<file path="config.mk">
export PLATFORM = sky130hd
export DESIGN_NAME = hilo_muldiv_ctrl
export DESIGN_NICKNAME = d
export VERILOG_FILES = /design/src/rtl/hilo_muldiv_ctrl.sv
export SDC_FILE = /design/constraint.sdc
export NUM_CORES = 1
export LEC_CHECK = 0
export CAP_MARGIN = 20
export CORE_ASPECT_RATIO = 0.6
export CORE_MARGIN = 1.5
export CORE_UTILIZATION = 60
export CTS_BUF_LIST = sky130_fd_sc_hd__clkbuf_8
export DETAILED_ROUTE_END_ITERATION = 6
export GPL_TIMING_DRIVEN = 0
export PLACE_DENSITY = 0.94
export REMOVE_ABC_BUFFERS = 1
export SLEW_MARGIN = 20
export SYNTH_ARGS = -nofsm -noshare
export SYNTH_HDL_FRONTEND = slang
export SYNTH_SLANG_ARGS = --single-unit
</file>
<file path="constraint.sdc">
create_clock -name clk -period 10.55 [get_ports clk]
set_input_delay 1.055 -clock clk [delete_from_list [all_inputs] [get_ports clk]]
set_output_delay 1.055 -clock clk [all_outputs]
set_load 0.01 [all_outputs]
</file>
<file path="src/rtl/hilo_muldiv_ctrl.sv">
// Iterative signed multiply/divide sequencer owning the HI/LO registers.
// Optional HILO_DIV0_FLAG_EN: divide-by-zero leaves HI/LO untouched and pulses div_zero.
module hilo_muldiv_ctrl #(
  parameter int unsigned WIDTH = 32
) (
  input  logic             clk,
  input  logic             reset,
  input  logic             op_valid,
  input  logic [1:0]       op_code,
  input  logic [WIDTH-1:0] src_a,
  input  logic [WIDTH-1:0] src_b,
  input  logic             rd_hi,
  input  logic             rd_lo,
  output logic             busy,
  output logic             stall,
  output logic             done,
  output logic [WIDTH-1:0] hi,
  output logic [WIDTH-1:0] lo
`ifdef HILO_DIV0_FLAG_EN
  ,
  output logic             div_zero
`endif
);

  localparam int unsigned AW = 2 * WIDTH + 1;
  localparam int unsigned CW = (WIDTH > 1) ? $clog2(WIDTH) : 1;
  localparam int unsigned PW = 2 * WIDTH;

  localparam logic [1:0] OP_MULT = 2'b00;
  localparam logic [1:0] OP_DIV  = 2'b01;
  localparam logic [1:0] OP_MTHI = 2'b10;
  localparam logic [1:0] OP_MTLO = 2'b11;

  typedef enum logic [1:0] {S_IDLE, S_MULT, S_DIV, S_FIX} state_t;

  state_t          state, state_n;
  logic [CW-1:0]   cnt, cnt_n;
  // acc[AW-1:WIDTH]: partial product / remainder; acc[WIDTH-1:0]: multiplier / quotient
  logic [AW-1:0]   acc, acc_n;
  logic [WIDTH:0]  dvs, dvs_n;
  logic            sign_a, sign_a_n;
  logic            sign_q, sign_q_n;
  logic            is_mult, is_mult_n;
  logic            div0, div0_n;
  logic [WIDTH-1:0] hi_n, lo_n;
  logic            busy_n, done_n;
`ifdef HILO_DIV0_FLAG_EN
  logic            div_zero_n;
`endif

  logic [WIDTH+1:0] mul_sum;
  logic [WIDTH:0]   div_rs;
  logic [WIDTH+1:0] div_diff;
  logic [PW-1:0]    prod_mag;
  logic [PW-1:0]    prod_s;
  logic [WIDTH-1:0] quo, rem;
  logic [WIDTH-1:0] quo_s, rem_s;

  // Unsigned magnitude is exact for the most-negative value in WIDTH bits.
  function automatic logic [WIDTH-1:0] mag(input logic [WIDTH-1:0] x);
    return x[WIDTH-1] ? WIDTH'(-x) : x;
  endfunction

  assign stall = busy & (op_valid | rd_hi | rd_lo);

  always_ff @(posedge clk or posedge reset) begin
    if (reset) begin
      state    <= S_IDLE;
      cnt      <= '0;
      acc      <= '0;
      dvs      <= '0;
      sign_a   <= 1'b0;
      sign_q   <= 1'b0;
      is_mult  <= 1'b0;
      div0     <= 1'b0;
      hi       <= '0;
      lo       <= '0;
      busy     <= 1'b0;
      done     <= 1'b0;
`ifdef HILO_DIV0_FLAG_EN
      div_zero <= 1'b0;
`endif
    end else begin
      state    <= state_n;
      cnt      <= cnt_n;
      acc      <= acc_n;
      dvs      <= dvs_n;
      sign_a   <= sign_a_n;
      sign_q   <= sign_q_n;
      is_mult  <= is_mult_n;
      div0     <= div0_n;
      hi       <= hi_n;
      lo       <= lo_n;
      busy     <= busy_n;
      done     <= done_n;
`ifdef HILO_DIV0_FLAG_EN
      div_zero <= div_zero_n;
`endif
    end
  end

  always_comb begin
    state_n    = state;
    cnt_n      = cnt;
    acc_n      = acc;
    dvs_n      = dvs;
    sign_a_n   = sign_a;
    sign_q_n   = sign_q;
    is_mult_n  = is_mult;
    div0_n     = div0;
    hi_n       = hi;
    lo_n       = lo;
    busy_n     = busy;
    done_n     = 1'b0;
`ifdef HILO_DIV0_FLAG_EN
    div_zero_n = 1'b0;
`endif

    mul_sum  = {1'b0, acc[AW-1:WIDTH]} + (acc[0] ? {1'b0, dvs} : '0);
    div_rs   = acc[AW-2:WIDTH-1];
    div_diff = {1'b0, div_rs} - {1'b0, dvs};
    prod_mag = acc[AW-2:0];
    prod_s   = sign_q ? PW'(-prod_mag) : prod_mag;
    quo      = acc[WIDTH-1:0];
    rem      = acc[AW-2:WIDTH];
    quo_s    = sign_q ? WIDTH'(-quo) : quo;
    rem_s    = sign_a ? WIDTH'(-rem) : rem;

    case (state)
      S_IDLE: begin
        if (op_valid) begin
          case (op_code)
            OP_MTHI: hi_n = src_a;
            OP_MTLO: lo_n = src_a;
            OP_MULT, OP_DIV: begin
              acc_n     = {(WIDTH + 1)'(0), mag(src_a)};
              dvs_n     = {1'b0, mag(src_b)};
              sign_a_n  = src_a[WIDTH-1];
              sign_q_n  = src_a[WIDTH-1] ^ src_b[WIDTH-1];
              is_mult_n = (op_code == OP_MULT);
              div0_n    = (op_code == OP_DIV) && (src_b == '0);
              cnt_n     = '0;
              busy_n    = 1'b1;
              state_n   = (op_code == OP_MULT) ? S_MULT : S_DIV;
            end
            default: ;
          endcase
        end
      end
      S_MULT: begin
        acc_n = {mul_sum, acc[WIDTH-1:1]};
        if (cnt == CW'(WIDTH - 1)) state_n = S_FIX;
        else                       cnt_n   = cnt + CW'(1);
      end
      S_DIV: begin
        // Restoring step: keep the subtraction only when it does not go negative.
        if (!div_diff[WIDTH+1]) acc_n = {div_diff[WIDTH:0], acc[WIDTH-2:0], 1'b1};
        else                    acc_n = {div_rs, acc[WIDTH-2:0], 1'b0};
        if (cnt == CW'(WIDTH - 1)) state_n = S_FIX;
        else                       cnt_n   = cnt + CW'(1);
      end
      S_FIX: begin
        if (is_mult) begin
          hi_n = prod_s[PW-1:WIDTH];
          lo_n = prod_s[WIDTH-1:0];
        end else if (div0) begin
`ifdef HILO_DIV0_FLAG_EN
          div_zero_n = 1'b1;
`else
          hi_n = rem_s;
          lo_n = '1;
`endif
        end else begin
          hi_n = rem_s;
          lo_n = quo_s;
        end
        busy_n  = 1'b0;
        done_n  = 1'b1;
        state_n = S_IDLE;
      end
      default: state_n = S_IDLE;
    endcase
  end

endmodule
</file>
After elaboration in Yosys (flattened, before gate mapping)

Cells that the tools add are included.

Register bits after elaboration: 174
Latch bits: 0
Bits in writable memories: 0
Memory bits (read-only): 0
Output and inout port bits: 67
Memories: 0

Add/sub/neg operators: 8
$mul: 0
Divide/modulo/power cells: 0
Order comparisons: 0
Eq/ne operators: 13
Shifts and indexed selects: 0
Mux-type cells: 32
Bitwise gates (word level): 4
Reduce and logical (&&, ||, !) cells: 16

Operator list:

| cell                  | number |
|---|---|
| $mux W32              | 12 |
| $mux W65              | 3 |
| $pmux W65 S3          | 1 |
| $neg A32 Y32          | 4 |
| $pmux W32 S2          | 2 |
| $mux W64              | 1 |
| $neg A64 Y64          | 1 |
| $add A33 B32 Y34      | 1 |
| $sub A33 B32 Y34      | 1 |
| $logic_not A32 Y1     | 1 |
| $reduce_and A3 Y1     | 6 |
| $mux W5               | 3 |
| $pmux W5 S2           | 1 |
| $eq A2 B2 Y1 const B  | 4 |
| $mux W2               | 4 |
| $ne A2 B1 Y1 const B  | 4 |
| $pmux W2 S3           | 1 |
| $add A5 B1 Y5 const B | 1 |
| $eq A5 B5 Y1 const B  | 1 |
| $eq A2 B1 Y1 const B  | 2 |
| $logic_not A2 Y1      | 2 |
| $ne A2 B2 Y1 const B  | 2 |
| $reduce_and A4 Y1     | 1 |
| $reduce_bool A2 Y1    | 2 |
| 8 further kinds       | 12 |

Logic depth before layout (Yosys ltp)

Depth after elaboration: 5
Mapped depth: 14
Gate-level depth less buffers: 13

Worst setup path before layout

Ideal clock, no wire load.

Kind: flip-flop to flip-flop
Start point: reg acc[0]
End point: reg hi[8]
Setup time: 0.130 ns
Arrival time: 3.440 ns
Data required time: 10.420 ns
Slack: 6.980 ns
Cell stages (with the launch flop): 14
Path buffers: 2
Clock period less this slack: 3.570 ns
Cells stage by stage: dfrtp_1 > inv_1 > clkbuf_1 > ha_1 > or3b_1 > or4_1 > or4_4 > o21a_1 > buf_6 > nor4_4 > a21oi_2 > xor2_1 > mux2i_1 > o21ai_1

Cells in the longest elaborated chain, start to end: 4

Ends and longest elaborated chain:

| element                | RTL line | RTL |
|---|---|---|
| start, declared        | 39       | `logic [AW-1:0] acc, acc_n;` |
| start signal, assigned | 86       | `acc <= acc_n;` |
| $neg A64 Y64           | 123      | `prod_s = sign_q ? PW'(-prod_mag) : prod_mag;` |
| $mux W64               | 123      |  |
| $mux W32               | 163      | `if (is_mult) begin` |
| $pmux W32 S2           | 129      | `case (state)` |
| end signal, assigned   | 92       | `hi <= hi_n;` |
| end, declared          | 17       | `output logic [WIDTH-1:0] hi,` |

No other way between the ends.
A chain may end at the register's enable or synchronous reset.

Worst setup path in the final report

Start point: reg acc[0]
End point: reg hi[24]

Same word-level chain as after synthesis.

==> flow_summary.yaml <==
status:
  status: "complete, but fails checks"
  violations: "design-rule violations"
global_routing:
  grt_usage_pct: 36.4
  overflow: 0
  first_global_vias: 13388
  grt_max_degree: 91
  antenna_found_initial: 0
  grt_pass1_wl_mm: 71.6
timing:
  slew_violations: 0
  setup_viol: 0
  grt_setup_unrepaired: "false"
  slew_headroom_pct: 21.7
  finalHoldViolCount: 0
  fin_setup_tns_ps: 0
  period_share_pct: 41.6
  fin_crit_ps: 4390
  max_freq_mhz: 228
  whs_ps: 488
  setup_slack_ps: 6160
  worst_slew_pin_slew_ps: 1160
  clock_skew_ps: 14.6
critical_path:
  crit_family: "simple AND/OR/NAND/NOR gates"
  worstSetupPathType: "flop to flop"
  worstPathMaxFanout: 12
  worstPathCellList: "inv_1, ha_1, or3b_1, or4_1, or4_4, o21a_1, nor4_4, a21oi_2, xor2_1, mux2i_1, o21ai_1"
  slowest_delay_ps: 680
  critPathSlowestCell: "or4_4"
  end_kind: "flop"
  worst-path-buf-inv: 1
  cp-start-kind: "flop"
  critPathArrivalTime_ps: 4770
  crit_required_ps: 10930
cts:
  clkLatencyLatePin_ps: 500
  cts_setup_buffers: 0
  htree_levels: 4
  path_clk_slew_ps: 100
  cts_buffers: 17
  cts_hold_buf: 0
  cts_tree: "done"
  cts.sinks: 174
  ctsResizeCount: 0
  ctsRootBufferMaster: "clkbuf_8"
  cts.path.max_buffers: 2
yosys:
  async_flop_share_pct: 100
  yosysSeqAreaShare_pct: 30.3
  synth_area_sq_um: 14400
  ys_seq_elements: 174
  netlist-cell-type-count: 72
  synth_edf_count: 0
  synth_warnings: 0
  syn_avg_cell_area_sq_um: 8.00
  synth_cells: 1797
  yosys_most_used_dff: "dfrtp_1"
power_and_ir_drop:
  ir_worst_vdd_mv: 0.242
  power_mw: 5.93
  power.internal_mw: 2.88
  netSwitchingPower_mw: 3.05
  seqPwrFrac_pct: 23.2
  comb_power_share_pct: 69.0
  swShare_pct: 51.4
  p_per_area_nw_per_um2: 361
  p_leak_nw: 6.88
  p_clk_share_pct: 7.8
floorplan:
  fp.coreArea_sq_um: 23300
  io_pins: 138
  dieArea_sq_um: 24900
  die_w_um: 203
  die_y_um: 123
  start_util_pct: 61.7
  rows: 43
place:
  gp_congestion: 0.958
  dpl-instance-area_sq_um: 16100
  hpwl_mm: 33.8
  place_inst: 2146
  port_buffers: 137
  dp_slack_ps: 6210
cells_and_area:
  nets: 1998
  finish.utilization_pct: 70.6
  fillers: 1822
  num_antenna_cells: 0
  finish.instance_area_sq_um: 16500
  areaGrowthSynthToFinish_pct: 14.4
  final_cell_count_no_fill: 2178
  drive_above_1_share_pct: 4.40
job:
  drv_cap: 0
routing:
  dr.first_iter.drc_count: 1747
  drc: 8
  routedWlPerCell_um: 20.6
  drt-total-wl_mm: 44.9
  drtPass1Iterations: 7
  vias_per_cell: 6.63
  drtAntennaViolNets: 0
  vias: 14432
hold_path:
  hold_path.class: "flop to flop"
==> cells in the mapped netlist (7+ instances only) <==
cell | number | area, sq um
a22oi_1 | 47 | 353
dfrtp_1 | 174 | 4350
nor2_1 | 105 | 394
nor3b_1 | 11 | 82.6
or4_1 | 14 | 105
and3_1 | 13 | 81.3
o21a_1 | 14 | 105
nor4_1 | 14 | 87.6
nand2_1 | 212 | 796
o211ai_1 | 7 | 52.6
o41ai_1 | 17 | 149
o221ai_1 | 7 | 61.3
nand2b_1 | 14 | 87.6
nand3_1 | 18 | 90.1
mux2i_1 | 40 | 400
xnor2_1 | 110 | 963
clkbuf_1 | 102 | 383
o22ai_1 | 39 | 244
a21o_1 | 27 | 203
a22o_1 | 8 | 70.1
inv_1 | 69 | 259
nor3_1 | 29 | 145
o21ai_0 | 229 | 1150
nand4_1 | 10 | 62.6
nor2b_1 | 8 | 50.1
a211oi_1 | 11 | 82.6
ha_1 | 75 | 938
a31oi_1 | 16 | 100
and2_1 | 9 | 56.3
or2_2 | 11 | 68.8
xor2_1 | 65 | 569
o21bai_1 | 13 | 97.6
a21oi_1 | 117 | 586
a221o_1 | 11 | 110
or3_1 | 19 | 119
o31ai_1 | 26 | 195
==> state kept, by name, indices dropped and copies added, names as in the netlist <==
register and flops:
sign_a 1, cnt 5, busy 1, hi 32, done 1, dvs 32
state 2, acc 65, div0 1, sign_q 1, is_mult 1, lo 32
==> logic make-up (layout without fill, tap and decap cells) <==
| family | after synthesis | count (layout) | share of synthesized area (%) |
|---|---|---|---|
| AND/OR/NAND/NOR | 515 | 515 | 17.3 |
| XOR/XNOR | 175 | 175 | 10.7 |
| flip-flops | 174 | 174 | 30.3 |
| adder cells (fa/ha/maj) | 77 | 77 | 6.80 |
| buffers and inverters | 186 | 252 | 5.09 |
| AO/OA/AOI/OAI | 630 | 630 | 27.1 |
| multiplexers | 40 | 40 | 2.78 |
==> tightest hold or removal path, cell delays in order, from the launching register on <==
cell and delay, ps:
dfrtp_1 350, nand2_1 50, o21ai_0 60
==> final cells by class <==
cell class	instances	area, sq um	area share (%)
clock inverter	13	103	0.624
inverter	69	267	1.62
sequential	174	4360	26.5
clock buffer	19	262	1.59
multi-input combinational	1437	9370	56.9
tap	315	394	2.40
timing repair buffer	151	1700	10.4
==> power groups by stage <==
stage / sequential, mW / clock, mW / combinational [mW]
6_report: 1.37 / 0.463 / 4.09
5_1_grt: 1.41 / 0.490 / 4.45
4_1_cts: 1.36 / 0.462 / 4.00
3_5_place_dp: 1.37 / 0 / 3.97
3_3_place_gp: 1.31 / 0 / 3.35
2_1_floorplan: 1.30 / 0 / 2.66
==> cell usage in the layout, fill, tap and decap left out, types with 16 or more instances in the layout <==
cell | netlist | routed
a21o_1 | 27 | 27
a21oi_1 | 117 | 115
a22oi_1 | 47 | 47
a31oi_1 | 16 | 16
clkbuf_8 | 0 | 19
clkdlybuf4s50_1 | 0 | 135
dfrtp_1 | 174 | 173
ha_1 | 75 | 71
inv_1 | 69 | 73
mux2i_1 | 40 | 40
nand2_1 | 212 | 212
nand3_1 | 18 | 17
nor2_1 | 105 | 105
nor3_1 | 29 | 29
o21ai_0 | 229 | 229
o22ai_1 | 39 | 39
o31ai_1 | 26 | 26
o41ai_1 | 17 | 17
or3_1 | 19 | 18
xnor2_1 | 110 | 110
xor2_1 | 65 | 65
==> worst paths after layout <==
path                        start  cells after the start      to  slack [ps]
max reg2reg                acc[0]                     11  hi[24]        6160
min                        dvs[7]                      2  dvs[7]         490
min reg2reg                dvs[7]                      2  dvs[7]         490
max                        acc[0]                     11  hi[24]        6160
min in group asynchronous   reset                      2   lo[0]         870
max in group asynchronous   reset                      4  sign_q        8580
==> per-layer routing <==
| layer | share of wire [%] | global-route usage, % | vias to the layer above |
|---|---|---|---|
| li1 | - | - | 6628 |
| met1 | 44 | 53.2 | 6826 |
| met2 | 42 | 53.3 | 907 |
| met3 | 13 | 10.4 | 71 |
| met4 | 1.5 | 8.15 | 0 |
| met5 | 0 | 0 | - |
(Power assumes the default switching activity.)
